### src/rtl/uart_pkg.sv
`default_nettype none
// ============================================================================
// uart_pkg : shared UART constants, receiver state encoding, baud divisor
// Rev 1.0
// ============================================================================
package uart_pkg;

   localparam int unsigned PARITY_NONE = 0;
   localparam int unsigned PARITY_ODD  = 1;
   localparam int unsigned PARITY_EVEN = 2;

   typedef enum logic [2:0] {
      ST_IDLE   = 3'd0,
      ST_START  = 3'd1,
      ST_DATA   = 3'd2,
      ST_PARITY = 3'd3,
      ST_STOP   = 3'd4,
      ST_BREAK  = 3'd5
   } rx_state_t;

   function automatic logic [31:0] baud_div(input logic [31:0] clk_freq,
                                            input logic [2:0]  sel);
      logic [31:0] baud;
      case (sel)
         3'd0:    baud = 32'd9600;
         3'd1:    baud = 32'd19200;
         3'd2:    baud = 32'd38400;
         3'd3:    baud = 32'd57600;
         default: baud = 32'd115200;
      endcase
      return clk_freq / baud;
   endfunction

   // Expected parity bit for a data byte; odd=1 selects odd parity.
   function automatic logic parity_bit(input logic [7:0] d, input logic odd);
      return odd ? ~(^d) : (^d);
   endfunction

endpackage
`default_nettype wire

### src/rtl/uart_byte_rx.sv
`default_nettype none
// ============================================================================
// uart_byte_rx : bit-level receiver, 2-FF sync, majority-of-3 mid-bit sampling
// Rev 1.0
// ============================================================================
module uart_byte_rx
   import uart_pkg::*;
#(
   parameter int unsigned CLK_FREQ    = 50_000_000,
   parameter int unsigned PARITY_MODE = PARITY_NONE
) (
   input  logic        clk,
   input  logic        reset_n,
   input  logic [2:0]  i_baud_sel,
   input  logic        i_rx,
   output logic [7:0]  o_byte,
   output logic        o_byte_valid,
   output logic        o_stop_err,
   output logic        o_par_err,
   output logic [15:0] o_line_idle_bits,
   output logic        o_start,
   output logic        o_busy
);

   localparam bit HAS_PARITY = (PARITY_MODE != PARITY_NONE);
   localparam bit ODD_PARITY = (PARITY_MODE == PARITY_ODD);

   logic [1:0]  r_sync;
   logic        r_prev;
   logic [2:0]  r_hist;
   rx_state_t   r_state;
   logic [31:0] r_cnt;
   logic [2:0]  r_bit;
   logic [7:0]  r_shift;
   logic        r_par_ok;
   logic [31:0] r_idle_cnt;
   logic [15:0] r_idle_bits;

   logic        w_rx;
   logic        w_fall;
   logic        w_maj;
   logic        w_mid;
   logic        w_tick;
   logic        w_idle_tick;
   logic [31:0] w_div;
   logic [31:0] w_half;

   assign w_rx        = r_sync[1];
   assign w_fall      = r_prev & ~w_rx;
   assign w_maj       = (r_hist[0] & r_hist[1]) | (r_hist[0] & r_hist[2]) | (r_hist[1] & r_hist[2]);
   assign w_div       = baud_div(CLK_FREQ, i_baud_sel);
   assign w_half      = w_div >> 1;
   assign w_mid       = (r_cnt == w_half - 32'd1);
   assign w_tick      = (r_cnt == w_div - 32'd1);
   assign w_idle_tick = (r_idle_cnt == w_div - 32'd1);

   assign o_byte           = r_shift;
   assign o_start          = (r_state == ST_IDLE) && w_fall;
   assign o_busy           = (r_state != ST_IDLE);
   assign o_line_idle_bits = r_idle_bits;

   // START counts to mid-bit; every later bit is sampled one full period on.
   always_ff @(posedge clk or negedge reset_n) begin
      if (!reset_n) begin
         r_sync       <= 2'b11;
         r_prev       <= 1'b1;
         r_hist       <= 3'b111;
         r_state      <= ST_IDLE;
         r_cnt        <= '0;
         r_bit        <= '0;
         r_shift      <= '0;
         r_par_ok     <= 1'b1;
         o_byte_valid <= 1'b0;
         o_stop_err   <= 1'b0;
         o_par_err    <= 1'b0;
      end else begin
         r_sync       <= {r_sync[0], i_rx};
         r_prev       <= w_rx;
         r_hist       <= {r_hist[1:0], w_rx};
         o_byte_valid <= 1'b0;
         o_stop_err   <= 1'b0;
         o_par_err    <= 1'b0;
         case (r_state)
            ST_IDLE: begin
               r_cnt    <= '0;
               r_bit    <= '0;
               r_par_ok <= 1'b1;
               if (w_fall) begin
                  r_state <= ST_START;
               end
            end
            ST_START: begin
               r_cnt <= r_cnt + 32'd1;
               if (w_mid) begin
                  r_cnt   <= '0;
                  r_state <= w_maj ? ST_IDLE : ST_DATA;
               end
            end
            ST_DATA: begin
               r_cnt <= r_cnt + 32'd1;
               if (w_tick) begin
                  r_cnt   <= '0;
                  r_shift <= {w_maj, r_shift[7:1]};
                  r_bit   <= r_bit + 3'd1;
                  if (r_bit == 3'd7) begin
                     r_state <= HAS_PARITY ? ST_PARITY : ST_STOP;
                  end
               end
            end
            ST_PARITY: begin
               r_cnt <= r_cnt + 32'd1;
               if (w_tick) begin
                  r_cnt    <= '0;
                  r_par_ok <= (w_maj == parity_bit(r_shift, ODD_PARITY));
                  r_state  <= ST_STOP;
               end
            end
            ST_STOP: begin
               r_cnt <= r_cnt + 32'd1;
               if (w_tick) begin
                  r_cnt        <= '0;
                  o_byte_valid <= w_maj & r_par_ok;
                  o_stop_err   <= ~w_maj;
                  o_par_err    <= ~r_par_ok;
                  r_state      <= w_maj ? ST_IDLE : ST_BREAK;
               end
            end
            ST_BREAK: begin
               if (w_rx) begin
                  r_state <= ST_IDLE;
               end
            end
            default: r_state <= ST_IDLE;
         endcase
      end
   end

   // Whole bit-times of high line seen while the FSM is idle, saturating.
   always_ff @(posedge clk or negedge reset_n) begin
      if (!reset_n) begin
         r_idle_cnt  <= '0;
         r_idle_bits <= '0;
      end else if ((r_state != ST_IDLE) || !w_rx) begin
         r_idle_cnt  <= '0;
         r_idle_bits <= '0;
      end else if (w_idle_tick) begin
         r_idle_cnt <= '0;
         if (r_idle_bits != 16'hFFFF) begin
            r_idle_bits <= r_idle_bits + 16'd1;
         end
      end else begin
         r_idle_cnt <= r_idle_cnt + 32'd1;
      end
   end

endmodule
`default_nettype wire

### src/rtl/uart_frame_rx.sv
`default_nettype none
// ============================================================================
// uart_frame_rx : assembles DATA_WIDTH/8 UART bytes into one frame with status
// Rev 1.0
// ============================================================================
module uart_frame_rx
   import uart_pkg::*;
#(
   parameter int unsigned DATA_WIDTH  = 256,
   parameter int unsigned MSB_FIRST   = 0,
   parameter int unsigned CLK_FREQ    = 50_000_000,
   parameter int unsigned PARITY_MODE = PARITY_NONE,
   parameter int unsigned GAP_TIMEOUT = 16
) (
   input  logic                  clk,
   input  logic                  reset_n,
   input  logic [2:0]            baud_set,
   input  logic                  uart_rx,
   output logic [DATA_WIDTH-1:0] data,
   output logic                  rx_done,
   output logic                  frame_err,
   output logic                  parity_err,
   output logic                  timeout_err,
   output logic                  uart_state
);

   localparam int unsigned NBYTES = DATA_WIDTH / 8;
   localparam int unsigned CNT_W  = (NBYTES > 1) ? $clog2(NBYTES) : 1;

   logic [2:0]            r_baud;
   logic [CNT_W-1:0]      r_byte_cnt;
   logic [DATA_WIDTH-1:0] r_shadow;

   logic [DATA_WIDTH-1:0] w_shadow_next;
   logic [7:0]            w_byte;
   logic                  w_byte_valid;
   logic                  w_stop_err;
   logic                  w_par_err;
   logic [15:0]           w_idle_bits;
   logic                  w_start;
   logic                  w_busy;
   logic                  w_last;
   logic                  w_timeout;
   logic                  w_any_pulse;
   logic                  w_byte_event;

   uart_byte_rx #(
      .CLK_FREQ    (CLK_FREQ),
      .PARITY_MODE (PARITY_MODE)
   ) u_byte_rx (
      .clk              (clk),
      .reset_n          (reset_n),
      .i_baud_sel       (r_baud),
      .i_rx             (uart_rx),
      .o_byte           (w_byte),
      .o_byte_valid     (w_byte_valid),
      .o_stop_err       (w_stop_err),
      .o_par_err        (w_par_err),
      .o_line_idle_bits (w_idle_bits),
      .o_start          (w_start),
      .o_busy           (w_busy)
   );

   assign w_last       = (r_byte_cnt == CNT_W'(NBYTES - 1));
   assign w_byte_event = w_byte_valid | w_stop_err | w_par_err;
   assign w_any_pulse  = rx_done | frame_err | parity_err | timeout_err;
   // A start edge in the same cycle always wins over the gap timeout.
   assign w_timeout    = (r_byte_cnt != '0) && !w_busy && !w_start &&
                         (w_idle_bits >= 16'(GAP_TIMEOUT));

   always_comb begin
      w_shadow_next = r_shadow;
      for (int k = 0; k < NBYTES; k++) begin
         if (CNT_W'(k) == r_byte_cnt) begin
            if (MSB_FIRST != 0) begin
               w_shadow_next[DATA_WIDTH-8-8*k +: 8] = w_byte;
            end else begin
               w_shadow_next[8*k +: 8] = w_byte;
            end
         end
      end
   end

   always_ff @(posedge clk or negedge reset_n) begin
      if (!reset_n) begin
         r_baud      <= '0;
         r_byte_cnt  <= '0;
         r_shadow    <= '0;
         data        <= '0;
         rx_done     <= 1'b0;
         frame_err   <= 1'b0;
         parity_err  <= 1'b0;
         timeout_err <= 1'b0;
         uart_state  <= 1'b0;
      end else begin
         rx_done     <= 1'b0;
         frame_err   <= 1'b0;
         parity_err  <= 1'b0;
         timeout_err <= 1'b0;

         // Baud select is frozen for the whole frame once it has begun.
         if (!uart_state) begin
            r_baud <= baud_set;
         end

         if (w_byte_valid) begin
            if (w_last) begin
               data       <= w_shadow_next;
               r_shadow   <= '0;
               r_byte_cnt <= '0;
               rx_done    <= 1'b1;
            end else begin
               r_shadow   <= w_shadow_next;
               r_byte_cnt <= r_byte_cnt + CNT_W'(1);
            end
         end else if (w_stop_err || w_par_err) begin
            frame_err  <= w_stop_err;
            parity_err <= w_par_err;
            r_shadow   <= '0;
            r_byte_cnt <= '0;
         end else if (w_timeout) begin
            timeout_err <= 1'b1;
            r_shadow    <= '0;
            r_byte_cnt  <= '0;
         end

         // Status stays high through the terminating pulse cycle; a false
         // start on byte 0 drops it once the byte receiver is idle again.
         if (w_start) begin
            uart_state <= 1'b1;
         end else if (w_any_pulse) begin
            uart_state <= 1'b0;
         end else if (uart_state && !w_busy && !w_byte_event && (r_byte_cnt == '0)) begin
            uart_state <= 1'b0;
         end
      end
   end

endmodule
`default_nettype wire

### config.mk
export PLATFORM = sky130hd
export DESIGN_NAME = uart_frame_rx
export DESIGN_NICKNAME = d
export VERILOG_FILES = /design/src/rtl/uart_pkg.sv /design/src/rtl/uart_byte_rx.sv /design/src/rtl/uart_frame_rx.sv
export SDC_FILE = /design/constraint.sdc
export NUM_CORES = 1
export LEC_CHECK = 0
export BUFFER_PORTS_ARGS = -buffer_cell sky130_fd_sc_hd__buf_2
export CORE_ASPECT_RATIO = 1.75
export CORE_MARGIN = 3
export CORE_UTILIZATION = 40
export CTS_BUF_LIST = sky130_fd_sc_hd__clkbuf_8
export DETAILED_ROUTE_END_ITERATION = 8
export PLACE_DENSITY = 0.68
export SYNTH_ARGS = -nofsm -noshare
export SYNTH_HDL_FRONTEND = slang
export SYNTH_SLANG_ARGS = --single-unit
### constraint.sdc
create_clock -name clk -period 59.8 [get_ports clk]
set_clock_uncertainty 0.2 [all_clocks]
set_input_delay 11.96 -clock clk [delete_from_list [all_inputs] [get_ports clk]]
set_output_delay 11.96 -clock clk [all_outputs]
set_load 0.02 [all_outputs]
-- Word level (Yosys, flattened, before mapping)
Cells that the tools add are included.
- bits in registers: 629
- input port bits: 6
- output and inout bits: 261
- logic and storage cells: 213
- add/sub/neg operators: 7
- div/mod/pow operators: 1
- magnitude comparators: 1
- equality and inequality tests: 53
- muxes and demuxes: 81
- bitwise operators: 15
- reduce and logical (&&, ||, !) cells: 33
- operator list (kind ; count):
    $mux W256 ; 4
    $mux W8 ; 32
    $mux W32 ; 4
    $eq A32 B32 Y1 ; 3
    $pmux W32 S3 ; 1
    $eq A5 B5 Y1 const A ; 16
    $pmux W17 S4 ; 1
    $add A32 B1 Y32 const B ; 2
    $mux W16 ; 3
    $eq A4 B5 Y1 const A ; 8
    $div A26 B32 Y32 const A ; 1
    $sub A31 B1 Y32 const B ; 1
    $sub A32 B1 Y32 const B ; 1
    $mux W3 ; 9
    $eq A3 B5 Y1 const A ; 4
    $mux W5 ; 4
    $mux W1 ; 19
    $pmux W3 S6 ; 1
    $add A16 B1 Y16 const B ; 1
    $ge A16 B5 Y1 const B ; 1
    $ne A16 B16 Y1 const B ; 1
    $ne A2 B1 Y1 const B ; 7
    $eq A3 B2 Y1 const B ; 4
    $reduce_bool A3 Y1 ; 4
    25 further kinds ; 59

-- Longest topological paths before layout
Gate-level depths: netlist (run 1).
- word-level depth: 9
- gate-level depth with buffers: 172
- gate-level depth less buffers: 156

-- Modules after synthesis
From an unflattened synthesis (run 1), not the netlist that was laid out.
- cells, all modules: 3953
- area total of the unflattened synthesis: 38087.8 µm²
- modules (own cells, without submodules) (module ; times used ; cells each ; area each (µm²) ; sequential area each (µm²)):
    uart_frame_rx ; 1 ; 1839 ; 21907.3 ; 12937.4
    uart_byte_rx ; 1 ; 2114 ; 16180.5 ; 2585.0

-- Worst setup path after synthesis (run 1)
No wires, ideal clock.
- kind: register -> register
- from: register r_baud[2]
- to: register u_byte_rx.r_idle_bits[15], in the netlist u_byte_rx.o_line_idle_bits[15]
- library setup time: 132 ps
- arrival time: 28575 ps
- data required time: 59468 ps
- setup slack: 30893 ps
- cell stages (with the launch flop): 151
- path buffers: 13
- clock period less this slack: 28907 ps
- path through: dfrtp_1 > buf_2 > buf_1 > clkinv_1 > nand2_1 > inv_1 > clkbuf_1 > nand2_1 > ha_1 > o32a_1 > a21oi_1 > nand2_1 > a41oi_1 > fa_1 > clkbuf_1 > o21ai_0 > ha_1 > o21a_1 > (+115 left out) > a21oi_1 > a21oi_1 > ha_1 > a21oi_1 > o21bai_1 > a2111oi_0 > o311ai_1 > nor3_4 > ha_1 > a31o_2 > nand2_1 > nor4b_1 > a31oi_1 > or4_1 > a211oi_1 > nand4_1 > xor2_1 > nor2_1
- longest elaborated chain between the ends: 7
- elaborated cells on any way between the ends: 10
- those cells by class: add/sub (1); div (1); eq/ne (4); mux (1); reduce/logical (3)
- ends and longest elaborated chain (what ; line ; text):
    from (decl) ; uart_frame_rx.sv:30 ; logic [2:0] r_baud;
    from (signal assigned) ; uart_frame_rx.sv:103 ; r_baud <= baud_set;
    $eq A3 B2 Y1 (tied with other cells) ; uart_pkg.sv:24 ; case (sel)
    $pmux W17 S4 (*) ; uart_pkg.sv:24 ;
    $div A26 B32 Y32 (*) ; uart_pkg.sv:31 ; return clk_freq / baud;
    $sub A32 B1 Y32 (*) ; uart_byte_rx.sv:55 ; assign w_idle_tick = (r_idle_cnt == w_div - 32'd1);
    $eq A32 B32 Y1 (*) ; uart_byte_rx.sv:55 ;
    $reduce_bool A2 Y1 (no source line) (*) ; -- ;
    $reduce_and A2 Y1 (no source line) (*) ; -- ;
    to (signal assigned) ; uart_byte_rx.sv:149 ; r_idle_bits <= r_idle_bits + 16'd1;
    to (decl) ; uart_byte_rx.sv:37 ; logic [15:0] r_idle_bits;
Every way passes the cells marked *; elsewhere a longest branch is shown, timed or not.
A chain may end at the register's enable or synchronous reset.

-- Final worst setup path (run 1)
- from: register r_baud[1]
- to: register u_byte_rx.r_shift[2], in the netlist u_byte_rx.o_byte[2]
- longest elaborated chain between the ends: 6
- elaborated cells on any way between the ends: 9
- those cells by class: add/sub (1); div (1); eq/ne (4); mux (1); reduce/logical (2)
- ends and longest elaborated chain (what ; line ; text):
    $eq A3 B2 Y1 (tied with other cells) ; uart_pkg.sv:24 ;
    $pmux W17 S4 (*) ; uart_pkg.sv:24 ;
    $div A26 B32 Y32 (*) ; uart_pkg.sv:31 ;
    $sub A32 B1 Y32 (*) ; uart_byte_rx.sv:54 ; assign w_tick = (r_cnt == w_div - 32'd1);
    $eq A32 B32 Y1 (*) ; uart_byte_rx.sv:54 ;
    $reduce_and A2 Y1 (no source line) (*) ; -- ;
    to (signal assigned) ; uart_byte_rx.sv:103 ; r_shift <= {w_maj, r_shift[7:1]};
    to (decl) ; uart_byte_rx.sv:34 ; logic [7:0] r_shift;
Marks and branches as above.

==> key figures, run 1 <==
Clock network
  – Count of clock tree sinks: 620
  – CTS tree: built
  – Number of buffers created by CTS: 88
  – H-tree levels: 3
  – Clock root buffer master: clkbuf_8
  – Clock slew seen by the registers of the worst setup and hold paths: 0.07 ns
  – Count of hold-fix buffers inserted at cts: 0
  – Post-CTS setup buffer count: 0
  – Buffers from clock root to sink, at most: 3
  – Post-cts sizing count: 0
  – Source-to-sink clock delay at the later pin of the worst-skew pair: 0.75 ns

Drt
  – Routed wire length: 104.4 mm
  – Routed wire length per instance: 21.49 µm
  – Post-DRT Antenna Nets: 0
  – Routed vias/inst: 5.861
  – Number of vias after detailed routing: 28460
  – Number of iterations in the first detailed-routing pass: 5
  – Number of remaining DRC errors: 0
  – 1st-iter DRT viols: 1735

Floorplan
  – Total core area: 84500 µm²
  – Die Width: 226.8 µm
  – Die Y: 392.3 µm
  – Die Outline Area: 88960 µm²
  – Row cnt: 141
  – Total I/O pin count: 267
  – Initial Utilization: 40.37%

Placed design
  – Cell area after placement: 36320 µm²
  – Input/output buffers: 266
  – Detailed placement HPWL: 70.87 mm
  – Setup slack after placement: 26.24 ns
  – Routability congestion estimate: 0.9527

STA
  – Number of failing hold endpoints at the final stage: 0
  – Highest clock rate: 0.02926 GHz
  – Transition time of the tightest slew-check pin: 1.232 ns
  – Setup repair after global routing missed its margin: false
  – Headroom to the max-slew limit: 15.71%
  – Shortest period the worst path allows: 34.18 ns
  – Post-route setup slack: 25.62 ns
  – Final setup violation count: 0
  – Crit share post-route: 57.16%
  – Final sum of negative setup slack: 0 ns
  – Pins Over Slew Limit: 0

Worst setup path
  – Required time of the critical path: 60.18 ns
  – Maximum fanout count along the critical path: 21
  – Most used cell along the critical path: a21oi_1
  – Worst path arrival time: 34.56 ns
  – Launching instance or port of the critical path: r_baud[1]$_DFFE_PN0N_
  – Reg-to-Reg Start: r_baud[1]$_DFFE_PN0N_
  – Standard cell with the maximum stage delay on the critical path: and3_1
  – Critical path class: reg2reg
  – Category of the worst setup path launch point: register
  – Stage delay of the slowest cell on the critical path: 0.75 ns
  – Element type at the critical path end: register

Global routing
  – Total overflow reported by the global router: 0
  – First-pass GRT wire length: 163.2 mm
  – Global Route Usage Sum: 23.28%
  – Vias in the first global route: 28890
  – Initial antenna violation count: 3
  – Largest net degree at the start of global routing: 254

Synth
  – Yosys warns: 0
  – Cell with the most instances after synthesis: dfrtp_1
  – Post-Synthesis Cells: 3531
  – Number of flops mapped to enable cells by yosys: 0
  – Number of storage elements in the synthesis netlist: 620
  – Biggest area contributors in the synthesized netlist: dfrtp_1 (45%), mux2i_1 (8.1%), a22o_1 (6.4%), a21oi_1 (5.3%), nor2_1 (5.1%)
  – Most used standard cells in the synthesized netlist: dfrtp_1 (614), nor2_1 (467), a21oi_1 (363), mux2i_1 (277), a22o_1 (248)
  – Post-synthesis cell type count: 104
  – Async S/R FF share, synth: 100.0%
  – Synthesized area divided by synthesized cell count: 9.661 µm²
  – Cell Area, Synth: 34110 µm²
  – Commonest register cell after synthesis: dfrtp_1
  – Fraction of the yosys area taken by sequential cells: 45.50%
  – Share of the synthesized area in the top cell type: 45.04%
  – Post-synthesis cell type with the largest combined area: dfrtp_1

Min path
  – Worst Hold Launch: u_byte_rx.r_sync[0]$_DFF_PN1_
  – Path type of the worst min-delay path: reg2reg

Finish
  – Final nets: 3834
  – Area added between synthesis and finish: 12.09%
  – Area of all placed cells without fillers: 38240 µm²
  – # fillers: 8077
  – Proportion of layout cells with a drive suffix above 1: 14.23%

Flow run
  – Max cap viols: 0

Run status
  – Outcome: completed
==> worst max-delay path, delay by kind of cell, from the launching register on <==
kind / cells / cell delay [ns]
AO/OA/AOI/OAI: 67 / 15.90
XOR/XNOR: 1 / 0.18
adder cells (fa/ha/maj): 15 / 5.07
buffers and inverters: 6 / 1.15
flip-flops: 1 / 0.36
multiplexers: 5 / 1.59
AND/OR/NAND/NOR: 43 / 9.57
==> cells in the final DEF, fill, tap and decap left out, drive strengths merged, types with 34 or more instances in the layout <==
| master | count |
|---|---|
| dfrtp | 614 |
| nor2 | 469 |
| a21oi | 365 |
| buf | 308 |
| mux2i | 277 |
| a22o | 248 |
| nand2 | 202 |
| o21ai | 128 |
| ha | 117 |
| clkbuf | 109 |
| inv | 91 |
| nand3 | 85 |
| xnor2 | 71 |
| nor3 | 59 |
| xor2 | 48 |
| a31oi | 39 |
| mux2 | 39 |
| and3 | 34 |
==> metrics by stage <==
step,hold slack [ns],instances,utilization [%]
4_1_cts,0.1567,4853,45.24
6_report,0.1563,4855,45.25
2_1_floorplan,0.1452,3538,-
3_3_place_gp,0.1470,4692,42.98
5_1_grt,0.1591,4854,45.25
3_5_place_dp,0.1475,4692,42.98
==> per-layer routing <==
| metal | up-vias | global-route usage (%) | part of all wire, % |
|---|---|---|---|
| met5 | - | 0 | 0.011 |
| met4 | 2 | 12.38 | 5.3 |
| met3 | 305 | 5.376 | 7.1 |
| met2 | 1034 | 39.73 | 49 |
| met1 | 13950 | 27.04 | 39 |
| li1 | 13160 | - | - |
==> sequential cells by signal (all words and copies together) (netlist names), 3 cells and up <==
name,cells
data,256
r_shadow,248
u_byte_rx.r_cnt,32
u_byte_rx.r_idle_cnt,32
u_byte_rx.o_line_idle_bits,16
u_byte_rx.o_byte,8
r_byte_cnt,5
r_baud,3
u_byte_rx.r_bit,3
u_byte_rx.r_hist,3
u_byte_rx.r_state,3
==> logic make-up after synthesis <==
logic type      synth area share (%)
simple gates                   14.47
compound gates                 19.91
flops                          45.50
mux                            9.426
buf+inv                        3.231
fa+ha+maj                      4.379
xor+xnor                       3.055
other cells                  0.02201
==> cell type report <==
cell class	instances	area [µm²]	area share, %
clock inverters	52	412.9	1.080
multi-input cells	2632	17540	45.87
clock buffers	109	1500	3.923
repair buffers	308	1682	4.398
flip-flops and latches	620	15530	40.62
inverters	60	225.2	0.5890
well taps	1072	1341	3.508
diodes	2	5.005	0.01309
==> path summary, 6_finish.rpt <==
check	to	slack [ns]	cells after the start
max	u_byte_rx.o_byte[2]$_DFFE_PN0P_	25.62	137
min	u_byte_rx.r_sync[1]$_DFF_PN1_	0.16	0
max reg2reg	u_byte_rx.o_byte[2]$_DFFE_PN0P_	25.62	137
min reg2reg	u_byte_rx.r_sync[1]$_DFF_PN1_	0.16	0
max in group asynchronous	data[247]$_DFFE_PN0P_	45.05	4
min in group asynchronous	data[130]$_DFFE_PN0P_	11.15	1
Power of run 1 is not shown: default switching activity piles up to over one toggle a cycle in this logic, so the estimate is an artifact.
==> run 2: changes to the inputs <==
- PLACE_DENSITY: 0.68 -> 0.7
- clock period: 59.8 -> 29.8 ns (I/O delays scaled with it)
==> key figures, run 2 (synthesis results as in run 1) <==
Worst setup path
  – Standard cell with the maximum stage delay on the critical path: dfrtp_2 (was and3_1)
  – Category of the worst setup path launch point: register (unchanged)
  – Worst-case reg-to-reg path depth: 139 (was 137)
  – Required time of the critical path: 30.16 ns (was 60.18 ns)
  – Critical path class: reg2reg (unchanged)
  – Worst path arrival time: 28.23 ns (was 34.56 ns)
  – Reg-to-Reg Start: r_baud[0]$_DFFE_PN0N_ (was r_baud[1]$_DFFE_PN0N_)
  – Element type at the critical path end: register (unchanged)
  – Most used cell along the critical path: ha_1 (was a21oi_1)
  – Stage delay of the slowest cell on the critical path: 0.46 ns (was 0.75 ns)
  – Endpoint of the lowest-slack register-to-register path: u_byte_rx.o_byte[2]$_DFFE_PN0P_ (unchanged)
  – R2r setup slk: 1.93 ns (was 25.62 ns)
  – Maximum fanout count along the critical path: 11 (was 21)

Global routing
  – Vias in the first global route: 29030 (was 28890)
  – Initial antenna violation count: 4 (was 3)
  – Largest net degree at the start of global routing: 168 (was 254)
  – First-pass GRT wire length: 163.3 mm (was 163.2 mm)
  – Total overflow reported by the global router: 0 (unchanged)
  – Global Route Usage Sum: 23.12% (was 23.28%)

Drt
  – Routed vias/inst: 5.910 (was 5.861)
  – Number of vias after detailed routing: 28910 (was 28460)
  – Number of iterations in the first detailed-routing pass: 6 (was 5)
  – Post-DRT Antenna Nets: 0 (unchanged)
  – Routed wire length: 104.5 mm (was 104.4 mm)
  – Routed wire length per instance: 21.36 µm (was 21.49 µm)
  – Number of remaining DRC errors: 0 (unchanged)
  – 1st-iter DRT viols: 1874 (was 1735)

STA
  – Headroom to the max-slew limit: 24.03% (was 15.71%)
  – Post-route setup slack: 1.931 ns (was 25.62 ns)
  – Final sum of negative setup slack: 0 ns (unchanged)
  – Hold slack final: 0.1563 ns (about the same)
  – Number of failing hold endpoints at the final stage: 0 (unchanged)
  – Transition time of the tightest slew-check pin: 1.140 ns (was 1.232 ns)
  – Pins Over Slew Limit: 0 (unchanged)
  – Final setup violation count: 0 (unchanged)
  – Crit share post-route: 93.52% (was 57.16%)
  – Shortest period the worst path allows: 27.87 ns (was 34.18 ns)
  – Highest clock rate: 0.03588 GHz (was 0.02926 GHz)

Clock network
  – Number of buffers created by CTS: 85 (was 88)
  – Buffers from clock root to sink, at most: 3 (unchanged)
  – Count of clock tree sinks: 620 (unchanged)
  – CTS tree: built (unchanged)
  – Clock root buffer master: clkbuf_8 (unchanged)
  – Clock slew seen by the registers of the worst setup and hold paths: 0.07 ns (about the same)
  – Source-to-sink clock delay at the later pin of the worst-skew pair: 0.72 ns (was 0.75 ns)
  – H-tree levels: 3 (unchanged)
  – Count of hold-fix buffers inserted at cts: 0 (unchanged)

Finish
  – Number of flip-flops in the largest register: 256 (unchanged)
  – Most common cell after layout, fill and taps aside: dfrtp_1 (unchanged)
  – Final nets: 3873 (was 3834)
  – Proportion of layout cells with a drive suffix above 1: 16.13% (was 14.23%)
  – Highest-count cells in the layout ignoring fill and taps: dfrtp_1 (605), nor2_1 (458), a21oi_1 (356) (was dfrtp_1 (606), nor2_1 (463), a21oi_1 (363))
  – Area added between synthesis and finish: 13.46% (was 12.09%)
  – Final cell utilization of the core: 45.80% (was 45.25%)
  – Largest registers: data: 256 flops, r_shadow: 248 flops (unchanged)
  – Most flops, register: data (unchanged)
  – # fillers: 7990 (was 8077)

Placed design
  – Input/output buffers: 266 (unchanged)
  – Detailed placement HPWL: 71.12 mm (was 70.87 mm)
  – Routability congestion estimate: 0.9718 (was 0.9527)
  – Setup slack after placement: 0.09376 ns (was 26.24 ns)

Floorplan
  – Total I/O pin count: 267 (unchanged)
  – Die Y: 392.3 µm (unchanged)
  – Row cnt: 141 (unchanged)
  – Total core area: 84500 µm² (unchanged)
  – Die Width: 226.8 µm (unchanged)
  – Initial Utilization: 40.37% (unchanged)
  – Die Outline Area: 88960 µm² (unchanged)

Run status
  – Outcome: completed (unchanged)

Min path
  – Worst Hold Launch: u_byte_rx.r_sync[0]$_DFF_PN1_ (unchanged)
  – Endpoint of the worst hold-timing path: u_byte_rx.r_sync[1]$_DFF_PN1_ (unchanged)
  – Path type of the worst min-delay path: reg2reg (unchanged)
  – Hold path cells: 0 (unchanged)

Flow run
  – Max cap viols: 0 (unchanged)
[run 2: changes by cell type in the layout (fill, tap and decap cells not counted), moves of 4 or more]
cell      before  now
clkinv_2      11    3
nor3_2         0    4
nor2_1       463  458
buf_4         40   83
o21ai_0      101   95
a21oi_1      363  356
inv_1         83   87
a21oi_2        2    8
o21ai_1       27   32
nor3_1        58   54
[run 2: final cells by class]
cell class	count	area [µm²]	area share (%)
sequential	620	15530	40.13
tap	1072	1341	3.465
multi-input combinational	2632	17800	45.98
clock inverter	46	292.8	0.7565
inverter	60	225.2	0.5819
antenna	1	2.502	0.006465
timing repair buffer	350	1984	5.127
clock buffer	111	1528	3.947
[run 2: repair_timing]
| item | 4_1_cts | 5_1_grt |
|---|---|---|
| setup buffers | 0 | 11 |
| setup endpoints to repair | 8 | 70 |
| pin swaps | 0 | 7 |
| gates resized for setup | 1 | 66 |
[run 2: metrics by stage]
stage,instances,area [µm²]
3_3_place_gp,4723,36540
6_report,4892,38700
2_1_floorplan,3538,34140
3_5_place_dp,4723,36540
5_1_grt,4892,38700
4_1_cts,4880,38360
[run 2: worst max-delay path, delay by kind of cell (launching register included)]
kind,cells,cell delay (ns)
mux,6,1.53
flops,1,0.46
fa+ha+maj,16,4.56
compound gates,67,12.80
buf+inv,4,0.59
simple gates,44,7.10
xor+xnor,2,0.43
[run 2: worst max path at each step]
stage | startpoint | end | slack, ns
finish | r_baud[0]$_DFFE_PN0N_ | u_byte_rx.o_byte[2]$_DFFE_PN0P_ | 1.93
global route | r_baud[1]$_DFFE_PN0N_ | u_byte_rx.r_cnt[26]$_DFFE_PN0P_ | -0.12
CTS | r_baud[0]$_DFFE_PN0N_ | u_byte_rx.o_byte[6]$_DFFE_PN0P_ | 0.06
detailed placement | r_baud[0]$_DFFE_PN0N_ | u_byte_rx.o_byte[6]$_DFFE_PN0P_ | 0.09
global placement | r_baud[0]$_DFFE_PN0N_ | u_byte_rx.o_byte[1]$_DFFE_PN0P_ | 0.80
floorplan | r_baud[2]$_DFFE_PN0N_ | u_byte_rx.o_line_idle_bits[15]$_DFFE_PN0P_ | 0.89
[run 2: per-layer routing]
metal  track usage [%]  share of wire (%)
met1             27.07                 39
met5                 0              0.011
met2             40.24                 50
met4             10.75                4.4
met3             4.921                7.1
Power of run 2 is left out for the same reason.
==> run 3: changes to the inputs <==
- PLACE_DENSITY: 0.7 -> 0.57
==> key figures, run 3 (synthesis results as in run 1) <==
Run status
  – Outcome: completed (unchanged)

Worst setup path
  – Element type at the critical path end: register (unchanged)
  – Most used cell along the critical path: a21oi_1 (was ha_1)
  – Number of cells on the critical path: 142 (was 139)
  – Critical path class: reg2reg (unchanged)
  – Critical path's top delay family: compound AO/OA/AOI/OAI gates (unchanged)
  – Worst-case reg-to-reg path depth: 142 (was 139)
  – Worst path arrival time: 28.20 ns (was 28.23 ns)
  – Stage delay of the slowest cell on the critical path: 0.48 ns (was 0.46 ns)
  – Maximum fanout count along the critical path: 16 (was 11)
  – Number of buffer and inverter instances along the worst setup path: 7 (was 4)
  – Standard cell with the maximum stage delay on the critical path: dfrtp_2 (unchanged)
  – Required time of the critical path: 30.23 ns (was 30.16 ns)
  – Category of the worst setup path launch point: register (unchanged)

Drt
  – Post-DRT Antenna Nets: 0 (unchanged)
  – Number of vias after detailed routing: 28390 (was 28910)
  – Routed wire length: 110.3 mm (was 104.5 mm)
  – Number of iterations in the first detailed-routing pass: 5 (was 6)
  – Routed vias/inst: 5.774 (was 5.910)
  – 1st-iter DRT viols: 1684 (was 1874)
  – Routed wire length per instance: 22.43 µm (was 21.36 µm)
  – Number of remaining DRC errors: 0 (unchanged)

Global routing
  – First-pass GRT wire length: 170.6 mm (was 163.3 mm)
  – Global Route Usage Sum: 24.61% (was 23.12%)
  – Largest net degree at the start of global routing: 257 (was 168)
  – Initial antenna violation count: 1 (was 4)
  – Vias in the first global route: 29030 (about the same)
  – Total overflow reported by the global router: 0 (unchanged)

STA
  – Pins Over Slew Limit: 0 (unchanged)
  – Number of failing hold endpoints at the final stage: 0 (unchanged)
  – Shortest period the worst path allows: 27.77 ns (was 27.87 ns)
  – Crit share post-route: 93.19% (was 93.52%)
  – Hold slack final: 0.1625 ns (was 0.1563 ns)
  – Transition time of the tightest slew-check pin: 1.133 ns (was 1.140 ns)
  – Highest clock rate: 0.03601 GHz (was 0.03588 GHz)
  – Final sum of negative setup slack: 0 ns (unchanged)
  – Final setup violation count: 0 (unchanged)
  – Headroom to the max-slew limit: 22.54% (was 24.03%)

Placed design
  – Input/output buffers: 266 (unchanged)
  – Detailed placement HPWL: 76.44 mm (was 71.12 mm)
  – Routability congestion estimate: 0.9257 (was 0.9718)

Clock network
  – Count of hold-fix buffers inserted at cts: 0 (unchanged)
  – CTS tree: built (unchanged)
  – H-tree levels: 3 (unchanged)
  – Clock slew seen by the registers of the worst setup and hold paths: 0.07 ns (about the same)
  – Number of buffers created by CTS: 90 (was 85)
  – Clock root buffer master: clkbuf_8 (unchanged)
  – Count of clock tree sinks: 620 (unchanged)
  – Source-to-sink clock delay at the later pin of the worst-skew pair: 0.72 ns (about the same)
  – Buffers from clock root to sink, at most: 3 (unchanged)

Finish
  – Number of flip-flops in the largest register: 256 (unchanged)
  – Proportion of layout cells with a drive suffix above 1: 16.52% (was 16.13%)
  – Most flops, register: data (unchanged)
  – Final nets: 3894 (was 3873)
  – Most common cell after layout, fill and taps aside: dfrtp_1 (unchanged)
  – Final cell utilization of the core: 46.04% (was 45.80%)
  – Highest-count cells in the layout ignoring fill and taps: dfrtp_1 (604), nor2_1 (463), a21oi_1 (359) (was dfrtp_1 (605), nor2_1 (458), a21oi_1 (356))
  – Area added between synthesis and finish: 14.05% (was 13.46%)
  – Largest registers: data: 256 flops, r_shadow: 248 flops (unchanged)

Floorplan
  – Initial Utilization: 40.37% (unchanged)
  – Die Width: 226.8 µm (unchanged)
  – Total I/O pin count: 267 (unchanged)
  – Total core area: 84500 µm² (unchanged)
  – Row cnt: 141 (unchanged)
  – Die Outline Area: 88960 µm² (unchanged)
  – Die Y: 392.3 µm (unchanged)

Min path
  – Path type of the worst min-delay path: reg2reg (unchanged)
  – Hold path cells: 0 (unchanged)

Flow run
  – Max cap viols: 0 (unchanged)
==> run 3: through the flow <==
stage | area (µm²) | instances | setup slack, ns
after floorplan | 34140 | 3538 | 0.8935
after global placement | 36700 | 4742 | 1.195
after CTS | 38680 | 4907 | 0.5456
after global routing | 38910 | 4916 | -0.02348
after detailed placement | 36700 | 4742 | 0.6429
final | 38910 | 4916 | 2.030
==> run 3: final timing paths <==
| kind | to | from | slack [ns] |
|---|---|---|---|
| setup reg to reg | u_byte_rx.o_line_idle_bits[13]$_DFFE_PN0P_ | r_baud[1]$_DFFE_PN0N_ | 2.03 |
| setup / recovery | u_byte_rx.o_line_idle_bits[13]$_DFFE_PN0P_ | r_baud[1]$_DFFE_PN0N_ | 2.03 |
| max in group asynchronous | r_baud[0]$_DFFE_PN0N_ | reset_n | 22.02 |
| min in group asynchronous | r_shadow[136]$_DFFE_PN0P_ | reset_n | 5.10 |
| hold reg to reg | u_byte_rx.r_hist[2]$_DFF_PN1_ | u_byte_rx.r_hist[1]$_DFF_PN1_ | 0.16 |
| hold / removal | u_byte_rx.r_hist[2]$_DFF_PN1_ | u_byte_rx.r_hist[1]$_DFF_PN1_ | 0.16 |
==> run 3: timing repair <==
item | in CTS | in global routing
endpoints found under the setup margin | 0 | 70
buffers inserted | 0 | 8
gates resized for setup | 0 | 46
==> run 3: worst register-to-register path, delay by kind of cell (launching register included) <==
kind	cells	cell delay (ns)
AO/OA/AOI/OAI	69	12.83
AND/OR/NAND/NOR	46	7.34
adder cells (fa/ha/maj)	15	4.36
multiplexers	4	1.30
buffers and inverters	7	0.98
flip-flops	1	0.48
XOR/XNOR	1	0.21
==> run 3: metal layers <==
layer | global-route usage, % | share of wire [%] | vias to the layer above
met4 | 11.47 | 4.7 | 0
met5 | 0 | 0 | -
met2 | 43.17 | 51 | 760
met1 | 28.27 | 39 | 14050
met3 | 5.578 | 5.9 | 260
li1 | - | - | 13320
==> run 3: final cells by class <==
class                      instances  area [µm²]
fill                            8186       45600
multi-input combinational       2632       17700
sequential                       620       15550
timing repair buffer             366        2105
clock buffer                     116        1597
tap                             1072        1341
clock inverter                    49       390.4
inverter                          60       225.2
antenna                            1       2.502
Power of run 3 is left out for the same reason.
